**config.mk**
```make
export PLATFORM = sky130hd
export DESIGN_NAME = fetch_unit
export DESIGN_NICKNAME = d
export VERILOG_FILES = /design/src/rtl/fetch_unit.sv
export SDC_FILE = /design/constraint.sdc
export NUM_CORES = 1
export LEC_CHECK = 0
export ABC_CLOCK_PERIOD_IN_PS = 2200
export BUFFER_PORTS_ARGS = -buffer_cell sky130_fd_sc_hd__buf_2
export CAP_MARGIN = 10
export CORE_MARGIN = 5
export CORE_UTILIZATION = 50
export DETAILED_ROUTE_END_ITERATION = 8
export PLACE_DENSITY = 0.7
export SYNTH_ARGS = -nofsm -noshare
export SYNTH_HDL_FRONTEND = slang
export SYNTH_SLANG_ARGS = --single-unit
```
**constraint.sdc**
```tcl
create_clock -name clk -period 2.2 [get_ports clk]
set_input_delay 0.44 -clock clk [delete_from_list [all_inputs] [get_ports clk]]
set_output_delay 0.44 -clock clk [all_outputs]
set_load 0.02 [all_outputs]
```
**src/rtl/fetch_unit.sv**
```systemverilog
// Instruction-fetch sequencer: one bus request per PC, registered decode slot, 1-entry overflow buffer.
// Optional feature IFETCH_MISALIGN_EN: misaligned PCs emit a NOP marker slot instead of a bus request.
module fetch_unit #(
    parameter int AW = 64,
    parameter int IW = 32
`ifdef IFETCH_MISALIGN_EN
    ,
    parameter logic [IW-1:0] NOP = 32'h0000_0013
`endif
) (
    input  logic          clk,
    input  logic          reset,
    input  logic [AW-1:0] pc,
    input  logic          jump,
    output logic          fetch_stall,
    output logic          ireq_valid,
    output logic [AW-1:0] ireq_addr,
    input  logic          iresp_data_ok,
    input  logic [IW-1:0] iresp_data,
    input  logic          dec_ready,
    output logic          if_valid,
    output logic [AW-1:0] if_pc,
    output logic [IW-1:0] if_instr,
    output logic          if_misalign
);

    typedef enum logic [1:0] {
        IDLE    = 2'd0,
        REQ     = 2'd1,
        HOLD    = 2'd2,
        DISCARD = 2'd3
    } state_t;

    state_t        state_r, state_s;
    logic          pend_r, pend_s;
    logic [AW-1:0] addr_q_r, addr_q_s;
    logic [AW-1:0] buf_pc_r;
    logic [IW-1:0] buf_instr_r;

    logic          if_valid_r;
    logic [AW-1:0] if_pc_r;
    logic [IW-1:0] if_instr_r;

    logic          slot_free_s;
    logic [AW-1:0] req_addr_s;
    logic          load_s;
    logic [AW-1:0] load_pc_s;
    logic [IW-1:0] load_instr_s;
    logic          buf_load_s;
    logic          fetch_stall_s;
    logic          ireq_valid_s;
    logic [AW-1:0] ireq_addr_s;
`ifdef IFETCH_MISALIGN_EN
    logic          load_mis_s;
    logic          if_mis_r;
`endif

    assign slot_free_s = !if_valid_r || dec_ready;
    // Once a request is pending the latched address is replayed so the bus sees a stable request.
    assign req_addr_s  = pend_r ? addr_q_r : pc;

    // Next-state, request and slot-load decisions.
    always_comb begin
        state_s       = state_r;
        pend_s        = pend_r;
        addr_q_s      = addr_q_r;
        load_s        = 1'b0;
        load_pc_s     = req_addr_s;
        load_instr_s  = iresp_data;
        buf_load_s    = 1'b0;
        fetch_stall_s = 1'b1;
        ireq_valid_s  = 1'b0;
        ireq_addr_s   = req_addr_s;
`ifdef IFETCH_MISALIGN_EN
        load_mis_s    = 1'b0;
`endif
        case (state_r)
            IDLE: begin
                state_s = REQ;
            end
            REQ: begin
                ireq_valid_s = 1'b1;
`ifdef IFETCH_MISALIGN_EN
                if (!pend_r && (pc[1:0] != 2'b00)) begin
                    ireq_valid_s = 1'b0;
                    if (!jump && slot_free_s) begin
                        load_s        = 1'b1;
                        load_pc_s     = pc;
                        load_instr_s  = NOP;
                        load_mis_s    = 1'b1;
                        fetch_stall_s = 1'b0;
                    end else begin
                        state_s = REQ;
                    end
                end else
`endif
                if (jump) begin
                    if (iresp_data_ok) begin
                        state_s = REQ;
                        pend_s  = 1'b0;
                    end else begin
                        // The bus transaction cannot be withdrawn; wait for it and throw it away.
                        state_s  = DISCARD;
                        pend_s   = 1'b1;
                        addr_q_s = req_addr_s;
                    end
                end else if (!iresp_data_ok) begin
                    pend_s   = 1'b1;
                    addr_q_s = req_addr_s;
                end else if (slot_free_s) begin
                    load_s        = 1'b1;
                    fetch_stall_s = 1'b0;
                    pend_s        = 1'b0;
                end else begin
                    buf_load_s = 1'b1;
                    state_s    = HOLD;
                    pend_s     = 1'b0;
                end
            end
            HOLD: begin
                if (jump) begin
                    state_s = REQ;
                end else if (slot_free_s) begin
                    load_s        = 1'b1;
                    load_pc_s     = buf_pc_r;
                    load_instr_s  = buf_instr_r;
                    fetch_stall_s = 1'b0;
                    state_s       = REQ;
                end else begin
                    state_s = HOLD;
                end
            end
            DISCARD: begin
                ireq_valid_s = 1'b1;
                ireq_addr_s  = addr_q_r;
                if (iresp_data_ok) begin
                    state_s = REQ;
                    pend_s  = 1'b0;
                end else begin
                    state_s = DISCARD;
                end
            end
            default: begin
                state_s = IDLE;
                pend_s  = 1'b0;
            end
        endcase
    end

    // Sequencer state, pending-request address and overflow buffer.
    always_ff @(posedge clk) begin
        if (reset) begin
            state_r     <= IDLE;
            pend_r      <= 1'b0;
            addr_q_r    <= {AW{1'b0}};
            buf_pc_r    <= {AW{1'b0}};
            buf_instr_r <= {IW{1'b0}};
        end else begin
            state_r  <= state_s;
            pend_r   <= pend_s;
            addr_q_r <= addr_q_s;
            if (jump) begin
                buf_pc_r    <= {AW{1'b0}};
                buf_instr_r <= {IW{1'b0}};
            end else if (buf_load_s) begin
                buf_pc_r    <= req_addr_s;
                buf_instr_r <= iresp_data;
            end else begin
                buf_pc_r    <= buf_pc_r;
                buf_instr_r <= buf_instr_r;
            end
        end
    end

    // Decode output slot; a redirect flushes it even if decode is ready the same cycle.
    always_ff @(posedge clk) begin
        if (reset) begin
            if_valid_r <= 1'b0;
            if_pc_r    <= {AW{1'b0}};
            if_instr_r <= {IW{1'b0}};
        end else if (jump) begin
            if_valid_r <= 1'b0;
        end else if (load_s) begin
            if_valid_r <= 1'b1;
            if_pc_r    <= load_pc_s;
            if_instr_r <= load_instr_s;
        end else if (dec_ready) begin
            if_valid_r <= 1'b0;
        end else begin
            if_valid_r <= if_valid_r;
        end
    end

`ifdef IFETCH_MISALIGN_EN
    // Misaligned-PC marker travelling with the slot contents.
    always_ff @(posedge clk) begin
        if (reset) begin
            if_mis_r <= 1'b0;
        end else if (jump) begin
            if_mis_r <= 1'b0;
        end else if (load_s) begin
            if_mis_r <= load_mis_s;
        end else begin
            if_mis_r <= if_mis_r;
        end
    end
    assign if_misalign = if_mis_r;
`else
    assign if_misalign = 1'b0;
`endif

    assign fetch_stall = fetch_stall_s;
    assign ireq_valid  = ireq_valid_s;
    assign ireq_addr   = ireq_addr_s;
    assign if_valid    = if_valid_r;
    assign if_pc       = if_pc_r;
    assign if_instr    = if_instr_r;

endmodule

```
==> results.yml <==
outcome:
  status: "complete, but fails checks"
  violations: "setup timing"
cells_and_area:
  fin_cells: 1976
  drive_gt1_share_pct: 39.3
  syn_to_final_growth_pct: 27.5
  final_nets: 1716
  fillers: 2113
  final_util_pct: 64.1
drt:
  wl_um: 46000
  dr.pass1.iters: 5
  vias_per_cell: 6.41
  routedWlPerCell_um: 23.3
  drc: 0
  ant_nets: 0
  vias: 12700
  drt_iter0_drc: 1064
floorplan:
  core_area_um2: 26700
  die_w_um: 174
  rows: 60
  start_util_pct: 50.3
  ios: 265
  fp.dieArea_um2: 30200
  die_h_um: 174
power:
  powerDensity_nw_per_um2: 774
  p_clk_share_pct: 35.5
  switching_share_pct: 30.7
  peakVddDrop_mv: 0.514
  pwr-share-seq_pct: 38.9
  intPower_mw: 9.17
  p_leak_nw: 6.49
  combPwrFrac_pct: 25.6
  p_sw_mw: 4.06
clocking:
  cts_sinks: 260
  cts_max_level: 1
  worst_skew_pair.late_latency_ps: 540
  clk_path_buf_depth: 3
  numCtsBuffers: 27
  root_buffer: "clkbuf_16"
  cts_tree: "done"
  cts_hold_buf: 0
  path_clk_slew_ps: 60
worst_setup_path:
  ff2ff_setup_slack_ps: 170
  path_max_fanout: 10
  r2r-start: "state_r[1]"
  required_ps: 1760
  crit_type: "reg -> out"
  worst_setup_path_start_kind: "flop"
  regToRegEndpoint: "buf_pc_r[44]"
  cp-end-kind: "output pin"
  worstPathArrival_ps: 1990
  startpoint: "pend_r"
  rr_worst_depth: 8
timing:
  maxSlewViolCount: 0
  setup_viol: 64
  setup_slack_ps: -232
  fin_worst_skew_ps: 19.6
  final_hold_viol_count: 0
  maxClockFrequency_ghz: 0.411
  worst_pin_slew_ps: 904
  whs_ps: 159
  fin_crit_ps: 2430
  finalCritPeriodShare_pct: 111
  slew-limit-headroom_pct: 39.7
  rsz0062_at_grt: "true"
logic_synthesis:
  synth-edff-count: 0
  yosys_register_bits: 260
  synth_warnings: 0
  ys.flop_type: "dfxtp_1"
  synth.largest_area_cell: "dfxtp_1"
  synthTopCellsByArea: "dfxtp_1 (39%), mux2_2 (11%), a211oi_1 (7.3%)"
  synthCells: 1401
  async_flop_share_pct: 0
  synth_cell_types: 38
  ys_seq_area_share_pct: 38.8
  syn_area_um2: 13400
  synth_most_common_cell: "dfxtp_1"
  synth_area_per_cell_um2: 9.56
  synthTopCellsByCount: "dfxtp_1 (260), a21oi_1 (160), a211oi_1 (130)"
  syn_nets: 1506
  yosys.area.top_type_share_pct: 38.8
global_route:
  grt_usage_pct: 27.4
  grt_pass1_vias: 12400
  grt_remaining_overflow: 0
  antenna_found_initial: 3
  grt_start_max_net_pins: 88
  grt_pass1_wl_um: 68800
job:
  maxCapViolCount: 0
worst_hold_path:
  holdPathEnd: "buf_instr_r[4]"
  hold_path.startpoint: "iresp_data[4]"
  whs_path_depth: 3
  hold_path_class: "in -> reg"
place:
  dp_cells: 1883
  hpwl_um: 25700
  port_buffers: 263
  place_congestion: 0.809
==> through the flow <==
step	power, mW	setup TNS [ps]	area [um^2]	setup slack, ps
2_1_floorplan	7.12	0	13400	218
3_3_place_gp	7.90	0	14900	221
3_5_place_dp	7.94	0	14900	178
4_1_cts	12.8	-14610	16300	-257
5_1_grt	13.7	-15160	17100	-275
6_report	13.2	-12440	17100	-232
==> sequential cells by signal (all words and copies together), names as in the netlist <==
signal and count:
addr_q_r 64, buf_pc_r 64, if_pc 64, buf_instr_r 32, if_instr 32, state_r 2, if_valid 1, pend_r 1
==> power by group through the flow <==
stage | Sequential, mW | Combinational (mW) | Clock (mW)
final | 5.15 | 3.39 | 4.69
after global routing | 5.17 | 3.57 | 4.93
after CTS | 5.13 | 2.98 | 4.73
after detailed placement | 5.23 | 2.70 | 0
after global placement | 5.22 | 2.67 | 0
after floorplan | 5.26 | 1.85 | 0
==> cell families after synthesis <==
logic type,share of synthesized area (%)
other,0.0280
AND/OR/NAND/NOR,9.34
multiplexers,15.5
flip-flops,38.8
AO/OA/AOI/OAI,28.8
adder cells (fa/ha/maj),0.374
buffers and inverters,7.10
==> per-layer routing <==
layer	share of wire (%)	track usage, %
met3	6.9	4.45
met2	47	44.7
met4	3.6	9.24
met5	0	0
met1	42	37.0
==> worst max-delay path, cell delays in order (launching register included) <==
cell	delay (ps)
dfxtp_4	400
buf_4	140
buf_12	130
mux2_2	340
mux2_2	290
buf_2	160
==> final cells by class <==
class / count / area [um^2] / share of cell area [%]
clock inverter: 13 / 129 / 0.755
antenna: 3 / 7.51 / 0.0440
inverter: 6 / 38.8 / 0.227
timing repair buffer: 353 / 2830 / 16.6
multi-input combinational: 963 / 7660 / 44.8
sequential: 260 / 5210 / 30.5
clock buffer: 37 / 774 / 4.53
tap: 341 / 427 / 2.50
==> worst max-delay path by stage <==
stage | slack [ps] | to
5_1_grt | -270 | ireq_addr[59]
3_3_place_gp | 220 | buf_pc_r[52]
2_1_floorplan | 220 | fetch_stall
3_5_place_dp | 180 | buf_pc_r[49]
6_report | -230 | ireq_addr[59]
4_1_cts | -260 | ireq_addr[63]
==> placed cells by master, fill, tap and decap left out, types with 5 or more instances in the layout <==
cell type  count
bufbuf_16      5
o21ai_0       67
buf_2        212
clkbuf_1       5
nand2_1       65
clkinv_2       7
buf_4         57
dfxtp_1      257
nor2_1        67
a31oi_1       33
clkbuf_16     33
buf_12        21
o32ai_2       60
o32ai_1        5
mux2_4        89
a21oi_1      160
mux2i_1       64
a211oi_1     130
a311oi_2      32
mux2_2        39
buf_6         49
nand3_1       64
nor3_1        64
==> what timing repair did <==
action,in CTS,in global routing
setup endpoints to repair,66,65
pin swaps,1,3
endpoints found under the hold margin,0,0
gates cloned,7,7
setup buffers,14,16
gates resized for setup,63,154
(Power assumes the default switching activity.)
